File: src/rtl/id_stage_param_if.sv
// Decode-stage bundle: ID-side inputs, writeback port, hazard controls and ID/EX outputs.
interface id_stage_param_if #(
  parameter int unsigned XLEN   = 32,
  parameter int unsigned CTRL_W = 16
);
  logic              valid_d;
  logic [31:0]       instruction;
  logic [XLEN-1:0]   pc;
  logic [XLEN-1:0]   pc_plus_4;
  logic [CTRL_W-1:0] ctrl_i;
  logic [XLEN-1:0]   imm_i;
  logic              writeback_control;
  logic [4:0]        rd;
  logic [XLEN-1:0]   writeback_data;
  logic              stall_d;
  logic              flush_d;

  logic [4:0]        id_ex_rs1_d_wire;
  logic [4:0]        id_ex_rs2_d_wire;
  logic              valid_e;
  logic [CTRL_W-1:0] ctrl_e;
  logic [XLEN-1:0]   immediate;
  logic [XLEN-1:0]   rs1_data;
  logic [XLEN-1:0]   rs2_data;
  logic [4:0]        rd_out;
  logic [4:0]        id_ex_rs1_d_reg;
  logic [4:0]        id_ex_rs2_d_reg;
  logic [XLEN-1:0]   id_ex_pc;
  logic [XLEN-1:0]   id_ex_pc_plus_4;
  logic              illegal_reg_e;

  modport master (
    output valid_d, instruction, pc, pc_plus_4, ctrl_i, imm_i,
           writeback_control, rd, writeback_data, stall_d, flush_d,
    input  id_ex_rs1_d_wire, id_ex_rs2_d_wire, valid_e, ctrl_e, immediate,
           rs1_data, rs2_data, rd_out, id_ex_rs1_d_reg, id_ex_rs2_d_reg,
           id_ex_pc, id_ex_pc_plus_4, illegal_reg_e
  );

  modport slave (
    input  valid_d, instruction, pc, pc_plus_4, ctrl_i, imm_i,
           writeback_control, rd, writeback_data, stall_d, flush_d,
    output id_ex_rs1_d_wire, id_ex_rs2_d_wire, valid_e, ctrl_e, immediate,
           rs1_data, rs2_data, rd_out, id_ex_rs1_d_reg, id_ex_rs2_d_reg,
           id_ex_pc, id_ex_pc_plus_4, illegal_reg_e
  );
endinterface

File: src/rtl/id_stage_param.sv
// Parametrised decode stage: register file with write-through bypass and the ID/EX pipeline register.
module id_stage_param #(
  parameter int unsigned XLEN     = 32,
  parameter int unsigned NREG     = 32,
  parameter int unsigned CTRL_W   = 16,
  parameter int unsigned RF_RESET = 1
) (
  input logic              clk,
  input logic              reset,
  id_stage_param_if.slave  bus
);
  localparam int unsigned AW = $clog2(NREG);
  localparam int unsigned RW = 5;

  logic [XLEN-1:0]   r_rf [NREG];

  logic [RW-1:0]     w_rs1;
  logic [RW-1:0]     w_rs2;
  logic [RW-1:0]     w_rdf;
  logic              w_rs1_ok;
  logic              w_rs2_ok;
  logic              w_wr_en;
  logic              w_illegal;
  logic [XLEN-1:0]   w_rs1_next;
  logic [XLEN-1:0]   w_rs2_next;
  logic              w_refresh1;
  logic              w_refresh2;
  logic              w_unused_instr;

  logic              r_valid;
  logic [CTRL_W-1:0] r_ctrl;
  logic [XLEN-1:0]   r_imm;
  logic [XLEN-1:0]   r_rs1_data;
  logic [XLEN-1:0]   r_rs2_data;
  logic [RW-1:0]     r_rd;
  logic [RW-1:0]     r_rs1_idx;
  logic [RW-1:0]     r_rs2_idx;
  logic [XLEN-1:0]   r_pc;
  logic [XLEN-1:0]   r_pc4;
  logic              r_illegal;

  assign w_rs1 = bus.instruction[19:15];
  assign w_rs2 = bus.instruction[24:20];
  assign w_rdf = bus.instruction[11:7];
  assign w_unused_instr = ^{bus.instruction[31:25], bus.instruction[6:0]};

  // Out-of-range indices read as zero and are never allowed to alias onto a low register.
  assign w_rs1_ok  = (w_rs1 != '0) && (32'(w_rs1) < NREG);
  assign w_rs2_ok  = (w_rs2 != '0) && (32'(w_rs2) < NREG);
  assign w_wr_en   = bus.writeback_control && (bus.rd != '0) && (32'(bus.rd) < NREG);
  assign w_illegal = bus.valid_d && ((32'(w_rs1) >= NREG) || (32'(w_rs2) >= NREG) ||
                                     (32'(w_rdf) >= NREG));

  // Held operands track a writeback that targets them while the stage is stalled.
  assign w_refresh1 = bus.writeback_control && (bus.rd != '0) && (bus.rd == r_rs1_idx);
  assign w_refresh2 = bus.writeback_control && (bus.rd != '0) && (bus.rd == r_rs2_idx);

  always_comb begin
    w_rs1_next = '0;
    w_rs2_next = '0;
    if (w_rs1_ok) begin
      w_rs1_next = (bus.writeback_control && (bus.rd == w_rs1)) ? bus.writeback_data
                                                                : r_rf[w_rs1[AW-1:0]];
    end
    if (w_rs2_ok) begin
      w_rs2_next = (bus.writeback_control && (bus.rd == w_rs2)) ? bus.writeback_data
                                                                : r_rf[w_rs2[AW-1:0]];
    end
  end

  // Register file: single posedge write, writes suppressed while reset is asserted.
  always_ff @(posedge clk) begin
    if (reset) begin
      if (RF_RESET != 0) begin
        for (int unsigned i = 0; i < NREG; i++) begin
          r_rf[AW'(i)] <= '0;
        end
      end
    end else if (w_wr_en) begin
      r_rf[bus.rd[AW-1:0]] <= bus.writeback_data;
    end
  end

  // ID/EX register: reset > flush > stall > load.
  always_ff @(posedge clk) begin
    if (reset || bus.flush_d) begin
      r_valid    <= 1'b0;
      r_ctrl     <= '0;
      r_imm      <= '0;
      r_rs1_data <= '0;
      r_rs2_data <= '0;
      r_rd       <= '0;
      r_rs1_idx  <= '0;
      r_rs2_idx  <= '0;
      r_pc       <= '0;
      r_pc4      <= '0;
      r_illegal  <= 1'b0;
    end else if (bus.stall_d) begin
      if (w_refresh1) r_rs1_data <= bus.writeback_data;
      if (w_refresh2) r_rs2_data <= bus.writeback_data;
    end else begin
      r_valid    <= bus.valid_d;
      r_ctrl     <= bus.ctrl_i;
      r_imm      <= bus.imm_i;
      r_rs1_data <= w_rs1_next;
      r_rs2_data <= w_rs2_next;
      r_rd       <= w_rdf;
      r_rs1_idx  <= w_rs1;
      r_rs2_idx  <= w_rs2;
      r_pc       <= bus.pc;
      r_pc4      <= bus.pc_plus_4;
      r_illegal  <= w_illegal;
    end
  end

  assign bus.id_ex_rs1_d_wire = w_rs1;
  assign bus.id_ex_rs2_d_wire = w_rs2;
  assign bus.valid_e          = r_valid;
  assign bus.ctrl_e           = r_ctrl;
  assign bus.immediate        = r_imm;
  assign bus.rs1_data         = r_rs1_data;
  assign bus.rs2_data         = r_rs2_data;
  assign bus.rd_out           = r_rd;
  assign bus.id_ex_rs1_d_reg  = r_rs1_idx;
  assign bus.id_ex_rs2_d_reg  = r_rs2_idx;
  assign bus.id_ex_pc         = r_pc;
  assign bus.id_ex_pc_plus_4  = r_pc4;
  assign bus.illegal_reg_e    = r_illegal;
endmodule

File: src/flat_wrapper.sv
// flat-port wrapper written by rule: the top's interface ports become plain ports
module id_stage_param_flat 
#(
  parameter int unsigned XLEN     = 32,
  parameter int unsigned NREG     = 32,
  parameter int unsigned CTRL_W   = 16,
  parameter int unsigned RF_RESET = 1
)
  (clk, reset, bus_valid_d, bus_instruction, bus_pc, bus_pc_plus_4, bus_ctrl_i, bus_imm_i, bus_writeback_control, bus_rd, bus_writeback_data, bus_stall_d, bus_flush_d, bus_id_ex_rs1_d_wire, bus_id_ex_rs2_d_wire, bus_valid_e, bus_ctrl_e, bus_immediate, bus_rs1_data, bus_rs2_data, bus_rd_out, bus_id_ex_rs1_d_reg, bus_id_ex_rs2_d_reg, bus_id_ex_pc, bus_id_ex_pc_plus_4, bus_illegal_reg_e);
  id_stage_param_if #(.XLEN(XLEN), .CTRL_W(CTRL_W)) bus_i ();
  input logic clk;
  input logic reset;
  input wire logic [$bits(bus_i.valid_d)-1:0] bus_valid_d;
  input wire logic [$bits(bus_i.instruction)-1:0] bus_instruction;
  input wire logic [$bits(bus_i.pc)-1:0] bus_pc;
  input wire logic [$bits(bus_i.pc_plus_4)-1:0] bus_pc_plus_4;
  input wire logic [$bits(bus_i.ctrl_i)-1:0] bus_ctrl_i;
  input wire logic [$bits(bus_i.imm_i)-1:0] bus_imm_i;
  input wire logic [$bits(bus_i.writeback_control)-1:0] bus_writeback_control;
  input wire logic [$bits(bus_i.rd)-1:0] bus_rd;
  input wire logic [$bits(bus_i.writeback_data)-1:0] bus_writeback_data;
  input wire logic [$bits(bus_i.stall_d)-1:0] bus_stall_d;
  input wire logic [$bits(bus_i.flush_d)-1:0] bus_flush_d;
  output wire logic [$bits(bus_i.id_ex_rs1_d_wire)-1:0] bus_id_ex_rs1_d_wire;
  output wire logic [$bits(bus_i.id_ex_rs2_d_wire)-1:0] bus_id_ex_rs2_d_wire;
  output wire logic [$bits(bus_i.valid_e)-1:0] bus_valid_e;
  output wire logic [$bits(bus_i.ctrl_e)-1:0] bus_ctrl_e;
  output wire logic [$bits(bus_i.immediate)-1:0] bus_immediate;
  output wire logic [$bits(bus_i.rs1_data)-1:0] bus_rs1_data;
  output wire logic [$bits(bus_i.rs2_data)-1:0] bus_rs2_data;
  output wire logic [$bits(bus_i.rd_out)-1:0] bus_rd_out;
  output wire logic [$bits(bus_i.id_ex_rs1_d_reg)-1:0] bus_id_ex_rs1_d_reg;
  output wire logic [$bits(bus_i.id_ex_rs2_d_reg)-1:0] bus_id_ex_rs2_d_reg;
  output wire logic [$bits(bus_i.id_ex_pc)-1:0] bus_id_ex_pc;
  output wire logic [$bits(bus_i.id_ex_pc_plus_4)-1:0] bus_id_ex_pc_plus_4;
  output wire logic [$bits(bus_i.illegal_reg_e)-1:0] bus_illegal_reg_e;
  assign bus_i.valid_d = bus_valid_d;
  assign bus_i.instruction = bus_instruction;
  assign bus_i.pc = bus_pc;
  assign bus_i.pc_plus_4 = bus_pc_plus_4;
  assign bus_i.ctrl_i = bus_ctrl_i;
  assign bus_i.imm_i = bus_imm_i;
  assign bus_i.writeback_control = bus_writeback_control;
  assign bus_i.rd = bus_rd;
  assign bus_i.writeback_data = bus_writeback_data;
  assign bus_i.stall_d = bus_stall_d;
  assign bus_i.flush_d = bus_flush_d;
  assign bus_id_ex_rs1_d_wire = bus_i.id_ex_rs1_d_wire;
  assign bus_id_ex_rs2_d_wire = bus_i.id_ex_rs2_d_wire;
  assign bus_valid_e = bus_i.valid_e;
  assign bus_ctrl_e = bus_i.ctrl_e;
  assign bus_immediate = bus_i.immediate;
  assign bus_rs1_data = bus_i.rs1_data;
  assign bus_rs2_data = bus_i.rs2_data;
  assign bus_rd_out = bus_i.rd_out;
  assign bus_id_ex_rs1_d_reg = bus_i.id_ex_rs1_d_reg;
  assign bus_id_ex_rs2_d_reg = bus_i.id_ex_rs2_d_reg;
  assign bus_id_ex_pc = bus_i.id_ex_pc;
  assign bus_id_ex_pc_plus_4 = bus_i.id_ex_pc_plus_4;
  assign bus_illegal_reg_e = bus_i.illegal_reg_e;
  id_stage_param #(.XLEN(XLEN), .NREG(NREG), .CTRL_W(CTRL_W), .RF_RESET(RF_RESET)) u_core (.clk(clk), .reset(reset), .bus(bus_i));
endmodule
File: config.mk
export PLATFORM = sky130hd
export DESIGN_NAME = id_stage_param_flat
export DESIGN_NICKNAME = d
export VERILOG_FILES = /design/src/rtl/id_stage_param_if.sv /design/src/rtl/id_stage_param.sv /design/src/flat_wrapper.sv
export SDC_FILE = /design/constraint.sdc
export NUM_CORES = 2
export LEC_CHECK = 0
export BUFFER_PORTS_ARGS = -buffer_cell sky130_fd_sc_hd__buf_2
export CAP_MARGIN = 0
export CORE_AREA = 2 2 353 355
export CTS_CLUSTER_DIAMETER = 120
export DETAILED_ROUTE_END_ITERATION = 10
export DIE_AREA = 0 0 355 357
export GPL_ROUTABILITY_DRIVEN = 0
export GPL_TIMING_DRIVEN = 0
export PLACE_DENSITY = 0.69
export SLEW_MARGIN = 20
export SYNTH_ARGS = -nofsm -noshare
export SYNTH_HDL_FRONTEND = slang
export SYNTH_SLANG_ARGS = --single-unit
File: constraint.sdc
create_clock -name clk -period 6.1 [get_ports clk]
set_clock_uncertainty 0.05 [all_clocks]
set_input_delay 0.61 -clock clk [delete_from_list [all_inputs] [get_ports clk]]
set_output_delay 0.61 -clock clk [all_outputs]
set_load 0.01 [all_outputs]
* Yosys cells after proc, flatten, opt, wreduce, memory -nomap -nowiden
Memory sizes are Yosys's and may differ from the RTL's. Cells that the tools add are included.
Operators by class: muxes and demuxes 16, reduce and logical (&&, ||, !) cells 10, equal/unequal tests 6
Operators by type and width (count):
- 32-bit two-way mux | 9
- 32-bit OR reduction | 1
- 5-bit == test | 4
- 5-bit nonzero test | 3
- 1-bit two-way mux | 6
- 1-bit logical AND | 5
- 5-bit two-way mux | 1
- 2-bit by 1-bit != test with 1-bit output (second input constant) | 2
- 1-bit logical OR | 1
Storage, ports and cells: memories 1, logic and storage cells 43, output and inout port bits 203, bits in writable memories 1024, register bits after elaboration 192
Memories:
- u_core.r_rf | depth 32, bits a word 32, read ports 2, clocked after Yosys merged registers in 0, wr ports 32, line id_stage_param.sv:15 | logic [XLEN-1:0] r_rf [NREG];

* Longest topological paths before layout
word-level depth 7, mapped depth 9

* Least setup slack after synthesis
No wires, ideal clock.
path kind input to register, start point input port bus_instruction[15], end point register u_core.r_rs1_data[21], in the netlist u_core.bus.rs1_data[21], stages on the path 6, data arrival time 2.478 ns, buffers on the path 2, setup slack 3.448 ns, path through buf_2 > buf_1 > mux4_2 > a22oi_1 > a21oi_1 > a2111o_1
On the way: longest elaborated chain between the ends 5, elaborated cells on any way between the ends 7
Ends and longest elaborated chain:
- start: declaration | line flat_wrapper.sv:14 | input wire logic [$bits(bus_i.instruction)-1:0] bus_instruction;
- parallel branches: the longest is 3 deep, another holds memory 32 x 32 bit
- 32-bit two-way mux (*) | line id_stage_param.sv:61 | if (w_rs1_ok) begin
- 32-bit two-way mux (*) | line id_stage_param.sv:98 | end else if (bus.stall_d) begin
- end signal: assignment | line id_stage_param.sv:99 | if (w_refresh1) r_rs1_data <= bus.writeback_data;
- end signal: assignment | line id_stage_param.sv:105 | r_rs1_data <= w_rs1_next;
- end: declaration | line id_stage_param.sv:33 | logic [XLEN-1:0] r_rs1_data;
Mark *: on every way between the ends. A chain may end at the register's enable or synchronous reset.

* Worst setup path after layout
start point input port bus_instruction[21], end point register u_core.r_rs2_data[1], in the netlist u_core.bus.rs2_data[1]
On the way: longest elaborated chain between the ends 5, elaborated cells on any way between the ends 7
Ends and longest elaborated chain:
- parallel branches: the longest is 3 deep, another holds memory 32 x 32 bit
- 32-bit two-way mux (*) | line id_stage_param.sv:65 | if (w_rs2_ok) begin
- 32-bit two-way mux (*) | line id_stage_param.sv:98
- end signal: assignment | line id_stage_param.sv:100 | if (w_refresh2) r_rs2_data <= bus.writeback_data;
- end signal: assignment | line id_stage_param.sv:106 | r_rs2_data <= w_rs2_next;
- end: declaration | line id_stage_param.sv:34 | logic [XLEN-1:0] r_rs2_data;
Marks and branches as above.

==> flow_metrics.env <==
export IMPL_status="completed"
export IMPL_critPathMaxStageDelay_ps=900
export IMPL_numCtsBuffers=134
export IMPL_r2r_setup_slack_ps=3370
export IMPL_final_cell_mix="edfxtp_1, and2_1, mux4_2"
export IMPL_num_vias=41900
export IMPL_portBuffers=366
export IMPL_synth_cell_types=46
export IMPL_crit_chain="buf_2, clkbuf_1, buf_2, buf_1, mux4_2, a22oi_1, a21oi_1, or4b_1"
export IMPL_final_core_util_pct=56.9
export IMPL_io_pins=390
export IMPL_fmax_ghz=0.229
export IMPL_cts_path_max_buffers=3
export IMPL_via_per_inst=6.39
export IMPL_sw_frac_of_total_pct=25.0
export IMPL_die_width_um=355
export IMPL_power_density_nw_per_um2=287
export IMPL_rsz0062_at_grt="false"
export IMPL_grt_ovfl_total=0
export IMPL_slew_viol_final=0
export IMPL_arrival_ps=4970
export IMPL_maxCapViolations=0
export IMPL_end_kind="register"
export IMPL_synth_edf_count=1024
export IMPL_start_util_pct=49.6
export IMPL_placementRows=129
export IMPL_fin_setup_tns_ps=0
export IMPL_cp_max_fo=10
export IMPL_min_period_ps=4370
export IMPL_synth_ff_type="edfxtp_1"
export IMPL_timing_rr_start="u_core.bus.id_ex_rs1_d_reg[4]"
export IMPL_clkPwrFrac_pct=41.0
export IMPL_h_tree_depth=4
export IMPL_cts_sinks=1216
export IMPL_nNetsFinal=4989
export IMPL_yosysSeqAreaShare_pct=56.7
export IMPL_layout_setup_ws_ps=1730
export IMPL_area_growth_pct=14.7
export IMPL_grt_usage_pct=32.4
export IMPL_yosys_warnings=0
export IMPL_dp_cells=6251
export IMPL_r2r_cells=6
export IMPL_drtIter0Drc=5873
export IMPL_async_flop_share_pct=0
export IMPL_reg2reg_to="u_core.bus.rs1_data[20]"
export IMPL_dp_hpwl_um=151000
export IMPL_start_kind="input port"
export IMPL_fin_crit_sh_pct=71.6
export IMPL_drc=0
export IMPL_die_height_um=357
export IMPL_p_int_w=0.0151
export IMPL_cpMostUsedCell="buf_2"
export IMPL_ant_nets=0
export IMPL_worstMarginPinSlew_ps=1240
export IMPL_place_ws_ps=1150
export IMPL_p_seq_share_pct=48.1
export IMPL_grt_max_degree=33
export IMPL_slew_headroom_pct=17.0
export IMPL_cp_data_required_time_ps=6710
export IMPL_drt_first_pass_iters=8
export IMPL_final_hold_viol_count=0
export IMPL_combPwrFrac_pct=10.9
export IMPL_setup_viol=0
export IMPL_finalPower_w=0.0201
export IMPL_crit_type="input port to register"
export IMPL_final_common_cell="edfxtp_1"
export IMPL_top_register="u_core.r_rf"
export IMPL_dieArea_um2=127000
export IMPL_total_leakage_power_nw=25.1
export IMPL_synthCells=4213
export IMPL_clk_insertion_delay_late_ps=790
export IMPL_grt_pass1_wl_um=289000
export IMPL_min_to="u_core.bus.ctrl_e[0]"
export IMPL_largest_register_ffs=1024
export IMPL_syn_cell_area_um2=61000
export IMPL_ir_drop_mv=0.302
export IMPL_hp_class="input port to register"
export IMPL_holdCritStartpoint="bus_ctrl_i[0]"
export IMPL_clockRootBuffer="clkbuf_16"
export IMPL_hold_depth=3
export IMPL_drive_gt1_share_pct=24.6
export IMPL_crit_slowest_cell="clkbuf_1"
export IMPL_fin_cells=6559
export IMPL_wl_um=207000
export IMPL_wl_per_cell_um=31.6
export IMPL_clk_transition_reported_paths_ps=60
export IMPL_antenna_found_initial=25
export IMPL_cts_tree="done"
export IMPL_core_um2=123000
export IMPL_p_switching_w=0.00503
export IMPL_ys_ff_latch=1216
export IMPL_syn_area_per_cell_um2=14.5
export IMPL_post_cts_buffers=0
export IMPL_grt_pass1_vias=41100
export IMPL_cts_resized=0
## synth_stat cells (2+ instances only)
cell / instances / area share, %
nor3_1: 3 / 0.025
mux4_2: 511 / 19
o21ai_0: 66 / 0.54
or3b_2: 2 / 0.029
and2_1: 996 / 10
nor2b_1: 7 / 0.072
mux2i_1: 134 / 2.2
a21oi_1: 156 / 1.3
o31ai_2: 2 / 0.041
nor2_1: 195 / 1.2
o211ai_1: 2 / 0.025
nand3_1: 38 / 0.31
clkbuf_2: 3 / 0.025
buf_2: 52 / 0.43
a221oi_1: 2 / 0.029
dfxtp_1: 192 / 6.3
buf_4: 12 / 0.15
a211oi_1: 2 / 0.025
edfxtp_1: 1024 / 50
or4b_1: 31 / 0.51
or2_2: 32 / 0.33
buf_1: 38 / 0.23
clkbuf_1: 333 / 2.0
a211o_1: 2 / 0.029
inv_1: 33 / 0.20
or4_1: 2 / 0.025
buf_6: 14 / 0.26
nand2_1: 6 / 0.037
a2111o_1: 31 / 0.57
a22oi_1: 249 / 3.1
xnor2_1: 20 / 0.29
nor4_1: 3 / 0.031
nand4_1: 2 / 0.020
nand3b_1: 6 / 0.074
## power by group through the flow
stage,clock (W),sequential (W),combinational [W]
after CTS,0.00822,0.00967,0.00215
after global placement,0,0.00980,0.00209
after detailed placement,0,0.00984,0.00212
final,0.00824,0.00968,0.00220
after global routing,0.00855,0.00972,0.00226
after floorplan,0,0.00975,0.00129
## timing repair
action	4_1_cts	5_1_grt
setup endpoints to repair	0	0
hold buffers	52	0
endpoints found under the hold margin	52	0
## cell families after synthesis
group	count (synthesis)	synth area share (%)
simple gates	1328	12.9
flops	1216	56.7
mux	645	21.1
compound gates	518	5.68
buf+inv	485	3.34
xor+xnor	20	0.287
other cells	1	0.00615
## area by class of cell
class                           count  area, um^2
Timing Repair Buffer              421        2380
Antenna cell                        9        22.5
Multi-Input combinational cell   2544       24500
Clock inverter                     71         676
Buffer                            452        1930
Tap cell                         1637        2050
Sequential cell                  1216       34600
Clock buffer                      176        3700
Inverter                           33         124
Fill cell                        9920       53000
## metal layers
layer / GRT usage, % / routed length (um) / up-vias
met2: 48.0 / 92100 / 2917
met4: 20.1 / 14400 / 24
met3: 9.55 / 25700 / 571
met5: 0.889 / 297 / -
li1: - / - / 17200
met1: 42.0 / 74800 / 21200
## worst max-delay path, delay by kind of cell
family	cells	cell delay, ps
muxes	1	450
buffers and inverters	4	2710
AOI/OAI and AO/OA	2	660
and+or+nand+nor	1	500
## how the worst max path moves through the flow
stage / start / slack, ps / end
2_1_floorplan: bus_instruction[15] / 3450 / u_core.bus.rs1_data[21]
3_3_place_gp: bus_instruction[21] / 1210 / u_core.bus.rs2_data[23]
3_5_place_dp: bus_instruction[21] / 1150 / u_core.bus.rs2_data[23]
4_1_cts: bus_instruction[21] / 1960 / u_core.bus.rs2_data[23]
5_1_grt: bus_instruction[21] / 1820 / u_core.bus.rs2_data[1]
6_report: bus_instruction[21] / 1730 / u_core.bus.rs2_data[1]
## through the flow
stage	hold WS [ps]	instance area (um^2)
6_report	17.4	70000
5_1_grt	26.3	70000
4_1_cts	0.183	70000
3_5_place_dp	429	65100
3_3_place_gp	419	65000
2_1_floorplan	470	61100
Power figures use the tool's default switching activity.
